File: config.mk
export PLATFORM = sky130hd
export DESIGN_NAME = vdp_irq_ctrl
export DESIGN_NICKNAME = d
export VERILOG_FILES = /design/src/rtl/vdp_irq_ctrl.sv
export SDC_FILE = /design/constraint.sdc
export NUM_CORES = 1
export LEC_CHECK = 0
export CAP_MARGIN = 20
export CORE_MARGIN = 2
export CORE_UTILIZATION = 35
export CTS_CLUSTER_DIAMETER = 30
export DETAILED_ROUTE_END_ITERATION = 8
export GPL_ROUTABILITY_DRIVEN = 0
export PLACE_DENSITY = 0.74
export SYNTH_ARGS = -nofsm -noshare
export SYNTH_HDL_FRONTEND = slang
export SYNTH_SLANG_ARGS = --single-unit
File: constraint.sdc
create_clock -name clk -period 1.4 [get_ports clk]
set_clock_uncertainty 0.1 [all_clocks]
set_input_delay 0.21 -clock clk [delete_from_list [all_inputs] [get_ports clk]]
set_output_delay 0.21 -clock clk [all_outputs]
set_load 0.03 [all_outputs]
File: src/rtl/vdp_irq_ctrl.sv
// vdp_irq_ctrl
//   VDP interrupt controller. It raises the frame (vertical blank) interrupt
//   and a reloadable down-counting line interrupt. It also collects NUM_EXT
//   sticky status sources, such as sprite overflow and collision. It presents
//   the status byte and the active-low CPU interrupt. A control-port status
//   read (stat_rd) acknowledges every pending flag.
//
// Optional feature macro: VDP_IRQ_EXT_INT_EN
//   When defined, any pending external flag also pulls int_l low. There is no
//   separate enable for this. When undefined, the external flags only appear in
//   the status byte.
//
// Ports
//   clk          block clock; every register is clocked on its rising edge
//   rst          synchronous active-high reset
//   line_start   one-cycle pulse at the start of each scanline
//   line_num     current scanline, 0 = first active line; qualified by line_start
//   line_reload  line interrupt reload value (register 10)
//   line_ie      line interrupt enable (register 0 bit 4)
//   frame_ie     frame interrupt enable (register 1 bit 5)
//   ext_set      per-source sticky set pulses
//   stat_rd      status read pulse; acknowledges all flags
//   status_out   {frame, ext[0], ext[1], ..., 0...}
//   int_l        interrupt request to the CPU, active low
//   line_pending line interrupt flag
//   line_cnt     current line counter value (debug)
module vdp_irq_ctrl #(
  parameter int unsigned LINE_W       = 8,
  parameter int unsigned ROW_W        = 9,
  parameter int unsigned ACTIVE_LINES = 192,
  parameter int unsigned NUM_EXT      = 2
) (
  input  logic                                  clk,
  input  logic                                  rst,
  input  logic                                  line_start,
  input  logic [ROW_W-1:0]                      line_num,
  input  logic [LINE_W-1:0]                     line_reload,
  input  logic                                  line_ie,
  input  logic                                  frame_ie,
  input  logic [((NUM_EXT > 0) ? NUM_EXT : 1)-1:0] ext_set,
  input  logic                                  stat_rd,
  output logic [7:0]                            status_out,
  output logic                                  int_l,
  output logic                                  line_pending,
  output logic [LINE_W-1:0]                     line_cnt
);

  // With no external sources, a single unused bit keeps the vectors legal.
  // That bit is never routed to an output.
  localparam int unsigned     EXT_W   = (NUM_EXT > 0) ? NUM_EXT : 1;
  localparam logic [ROW_W-1:0] ACT_ROW = ROW_W'(ACTIVE_LINES);

  logic              frame_flag;
  logic              line_flag;
  logic [EXT_W-1:0]  ext_flag;
  logic [LINE_W-1:0] cnt;

  logic              in_active;
  logic              cnt_zero;
  logic              line_set;
  logic              frame_set;
  logic [6:0]        ext_vec;
  logic              irq;

  // The active window includes the line where line_num == ACTIVE_LINES. That
  // line counts like any other active line, and it is also the frame event line.
  assign in_active = (line_num <= ACT_ROW);
  assign cnt_zero  = (cnt == '0);
  assign line_set  = line_start & in_active & cnt_zero;
  assign frame_set = line_start & (line_num == ACT_ROW);

  always_ff @(posedge clk) begin
    if (rst) begin
      cnt        <= '1;
      frame_flag <= 1'b0;
      line_flag  <= 1'b0;
      ext_flag   <= '0;
    end else begin
      if (line_start) begin
        // Outside the active window the counter is held at the reload value.
        // At zero it reloads instead of wrapping.
        if (!in_active || cnt_zero) cnt <= line_reload;
        else                        cnt <= cnt - LINE_W'(1);
      end
      // The set term is ORed after the clear, so a set in the same cycle as
      // an acknowledge leaves the flag at 1.
      frame_flag <= frame_set | (frame_flag & ~stat_rd);
      line_flag  <= line_set  | (line_flag  & ~stat_rd);
      ext_flag   <= ext_set   | (ext_flag   & ~{EXT_W{stat_rd}});
    end
  end

  // ext_flag[i] is reported on status bit (6-i). Unused bits read as 0.
  for (genvar g = 0; g < 7; g++) begin : g_ext
    if (g < NUM_EXT) begin : g_on
      assign ext_vec[6-g] = ext_flag[g];
    end else begin : g_off
      assign ext_vec[6-g] = 1'b0;
    end
  end

`ifdef VDP_IRQ_EXT_INT_EN
  assign irq = (frame_flag & frame_ie) | (line_flag & line_ie) | (|ext_vec);
`else
  assign irq = (frame_flag & frame_ie) | (line_flag & line_ie);
`endif

  assign status_out   = {frame_flag, ext_vec};
  assign int_l        = ~irq;
  assign line_pending = line_flag;
  assign line_cnt     = cnt;

endmodule

# After elaboration in Yosys (flattened, before gate mapping)
# Index checks and enable logic that the tools add are counted.
[totals]
regBits = 12
latch_bits = 0
mem_bits_rw = 0
rom_bits = 0
out_inout_bits = 18
word_cells = 26
memories = 0
[classes]
addsub = 1
multipliers = 0
n_div = 0
magnitude_cmp = 1
eq_ne = 1
shift = 0
muxes = 1
bitwise = 15
reduce_logical = 3
[ops]
columns = ["cell", "n"]
rows = [
  ["9-bit by 8-bit equality test with 1-bit output, second input constant", 1],
  ["9-bit by 8-bit <= comparator with 1-bit output, second input constant", 1],
  ["8-bit zero test", 1],
  ["8-bit two-way mux", 1],
  ["8-bit by 1-bit subtractor with 8-bit output, second input constant", 1],
  ["1-bit bitwise AND", 7],
  ["1-bit OR", 3],
  ["2-bit bitwise AND", 1],
  ["1-bit NOT", 2],
  ["2-bit NOT", 1],
  ["2-bit OR", 1],
  ["1-bit zero test", 1],
  ["1-bit logical OR", 1],
]

# Logic depth before layout (Yosys ltp)
[depth]
depth_word = 4
mapped_depth = 6
depth_no_buf = 6

# Worst setup path before layout
# No wires, ideal clock.
[synth_path]
kind = "register -> register"
start = "reg cnt[0] (netlist: line_cnt[0])"
end = "reg cnt[4] (netlist: line_cnt[4])"
setup_time_ns = 0.134
arrival_ns = 1.496
t_required_ns = 1.166
setup_slack_ns = -0.330
stages_incl_launch_ff = 7
n_path_buf = 0
cell_sequence = "dfxtp_1 > inv_1 > ha_1 > nor3b_1 > mux2_2 > nand3_1 > o2111ai_1"
[synth_between]
elab_chain_cells = 3
elab_cells_between_ends = 4
classes_between = "add/sub: 1; mux: 1; reduce/logical: 2"
[synth_lines]
columns = ["item", "line_no", "rtl"]
rows = [
  ["start, declared", "56", "logic [LINE_W-1:0] cnt;"],
  ["start signal, assigned", "82", "if (!in_active || cnt_zero) cnt <= line_reload;"],
  ["start signal, assigned", "83", "else cnt <= cnt - LINE_W'(1);"],
  ["parallel branches: the longest is 2 deep, another holds 8-bit by 1-bit subtractor with 8-bit output", "n/a", ""],
  ["8-bit two-way mux (*)", "82", ""],
]
# Mark *: on every way between the ends.
# A chain may end at the register's enable or synchronous reset.

# Final worst setup path
[layout_path]
start = "reg cnt[6] (netlist: line_cnt[6])"
end = "reg cnt[7] (netlist: line_cnt[7])"
# Same word-level chain as after synthesis.

==> impl_results.md <==
- Area of the core: 2190 um^2
- Top cells by area, synth: dfxtp_1 (30%), buf_4 (6.5%), a211oi_1 (5.6%)
- Hold crit path type: flip-flop to flip-flop
- CTS Sinks: 12
- Leak: 0.678 nW
- Post-layout util: about 72%
- CP startpoint: line_cnt[6]
- Via/cell ratio: 5.48
- Family with the most delay on the worst path: simple AND/OR/NAND/NOR gates
- Tcrit/Tclk final: 111%
- Post-synth ARST share: 0%
- Die H: 52.1 um
- Failing checks: setup timing
- Critical R2R Capture: line_cnt[7]
- CP peak stage delay: 0.36 ns
- Power Density: roughly 620 nW/um^2
- Initial antenna violation count: 0
- Synthesized instance count: roughly 100
- Worst Path Arrival: 1.61 ns
- WHS: 0.413 ns
- Synth cell count leaders: dfxtp_1 (12), nor2_1 (11), buf_4 (7)
- Vias in the first global route: 1073
- Root Driver: clkbuf_4
- Initial DRC count: 7
- Clk_lat worst skew: 0.28 ns
- H-tree depth: 1
- Worst setup path class: flip-flop to flip-flop
- Ant diodes: 0
- Final ANT Viol Nets: 0
- Synthesized flop and latch total: 12
- Fin crit period: 1.55 ns
- Flop2flop setup slack: -0.15 ns
- Via count: 1046
- First-pass GRT wire length: 4.75 mm
- Area of the die: 2710 um^2
- Initial DRT Pass Iterations: 4
- Clk buf depth: 2
- Drt wl/cell: 15.7 um
- Port Buffers: 37
- Largest net degree at the start of global routing: 9
- Worst Setup Slack, final: -0.147 ns
- Area grow syn2layout: 94.6%
- Reg2reg start: line_cnt[6]
- Slowest CP cell: dfxtp_4
- Critical path buffer and inverter count: 1
- Sequential-to-total area share from yosys stat: 29.7%
- Critical Path End Type: flip-flop
- RSZ-0062 raised after global routing: true
- Top cell type's share of synthesized area: 29.7%
- Final nets: 192
- Dpl hpwl: 1.98 mm
- Max Slew Vio Count: 0
- Top-count cell post-synth: dfxtp_1
- Total gr overflow: 0
- Share of layout cells above drive strength 1: between 40 and 50%
- Maximum vdd drop: 0.440 mV
- Max-Cap Viols: 0
- Worst reg2reg path depth: 5
- Status: finished with violations
- Starting density of the core: 36.9%
- Number of flops mapped to enable cells by yosys: 0
- CTS tree: built
- Final setup viols: 8
- Final WL: 3.01 mm
- Ys Warns: 0
- Max Freq: 0.646 GHz
- Cells along the critical path: nor4_4 -> buf_4 -> nand3_4 -> a211oi_2 -> o31ai_1
- Finished Layout Cells: between 150 and 200
- Post-place setup slack: -0.623 ns
- Startpoint Class: flip-flop
- Critical path required time: 1.47 ns
- Unique masters post-synth: 36
- Worst-path clk slew: 0.08 ns
- Post-Syn Area: 808 um^2
- Largest fanout on the critical path: 8
- Rows: 17
- GRT Util Overall: 23.8%
- Dpl cells: 184
- Io pins: 43
- Yosys top cell by area: dfxtp_1
- Hold violation total from the final report: 0
- Crit path to: line_cnt[7]
- Die W: 52.1 um
- Num CTS Buffers: 3
- Primary FF master, synth: dfxtp_1
- CP Depth: 5
- Drt drc: 0
- Avg Cell Area, Syn: roughly 8 um^2
[routing by layer]
metal | track usage (%) | wire (um) | up-vias
met5 | 0 | 0 | -
met1 | 27.2 | 1200 | 492
li1 | - | - | 495
met2 | 41.8 | 1520 | 44
met4 | 12.3 | 120 | 0
met3 | 4.31 | 168 | 15
[power breakdown]
group / total (W) / internal (W) / leakage, nW / switching, W
sequential: 0.000389 / 0.000362 / 0.0977 / 0.0000265
clock: 0.000230 / 0.000100 / 0.0138 / 0.000130
combinational: 0.000355 / 0.000171 / 0.567 / 0.000183
total: 0.000973 / 0.000634 / 0.678 / 0.000340
[area by class of cell]
cell class	count	area [um^2]
Multi-Input combinational cell	77	657
Sequential cell	12	260
Tap cell	28	35.0
Fill cell	174	618
Clock buffer	3	22.5
Timing Repair Buffer	66	574
Inverter	5	23.8
[per-stage QoR]
step                      total power (W)  TNS (ns)  area [um^2]
final                            0.000973    -0.685         1570
after detailed placement         0.000722     -4.74         1410
after global routing              0.00103     -1.37         1570
after CTS                        0.000963    -0.435         1550
after floorplan                  0.000559    -0.494          896
after global placement           0.000716     -4.37         1410
[how the worst min path moves through the flow]
stage | to | slack (ns) | startpoint | cells after the start
finish | ext_flag[1] | 0.41 | ext_flag[1] | 2
global route | ext_flag[1] | 0.42 | ext_set[1] | 3
CTS | ext_flag[1] | 0.42 | ext_flag[1] | 2
detailed placement | ext_flag[0] | 0.39 | ext_flag[0] | 2
global placement | ext_flag[1] | 0.37 | ext_flag[1] | 2
floorplan | ext_flag[0] | 0.23 | ext_set[0] | 2
[cells in the final DEF (no fill, tap or decap), types with 2 or more instances in the layout]
cell / n
a211oi_2: 5
a21boi_0: 2
a21o_1: 2
a21oi_1: 3
buf_2: 2
buf_4: 28
buf_6: 5
clkbuf_4: 3
clkdlybuf4s50_1: 18
conb_1: 5
dfxtp_1: 4
dfxtp_2: 4
dfxtp_4: 4
dlygate4sd2_1: 11
inv_1: 3
inv_4: 2
nand2_1: 4
nand3_1: 2
nor2_1: 10
nor3_1: 3
nor3_4: 2
nor4_1: 2
nor4_4: 2
o2111ai_1: 2
o211ai_1: 3
o31ai_1: 4
[state kept, by name, summed over array words and instances, names as in the netlist]
name and count:
line_cnt 8, line_pending 1, ext_flag 2, frame_flag 1
[what timing repair did]
item	in CTS	in global routing
pin swaps	13	7
hold buffers	0	0
setup endpoints to repair	19	13
endpoints found under the hold margin	0	0
resized for setup	46	9
buffers inserted	2	2
[worst register-to-register path, delay by kind of cell (launching register included)]
family | cells | cell delay (ns)
simple gates | 2 | 0.43
buf+inv | 1 | 0.18
flops | 1 | 0.36
compound gates | 2 | 0.38
[cell families after synthesis]
family / synth area share, %
compound gates: 27.7
fa+ha+maj: 3.10
buf+inv: 10.8
flops: 29.7
mux: 2.63
other cells: 0.464
simple gates: 25.5
(Power assumes the default switching activity.)
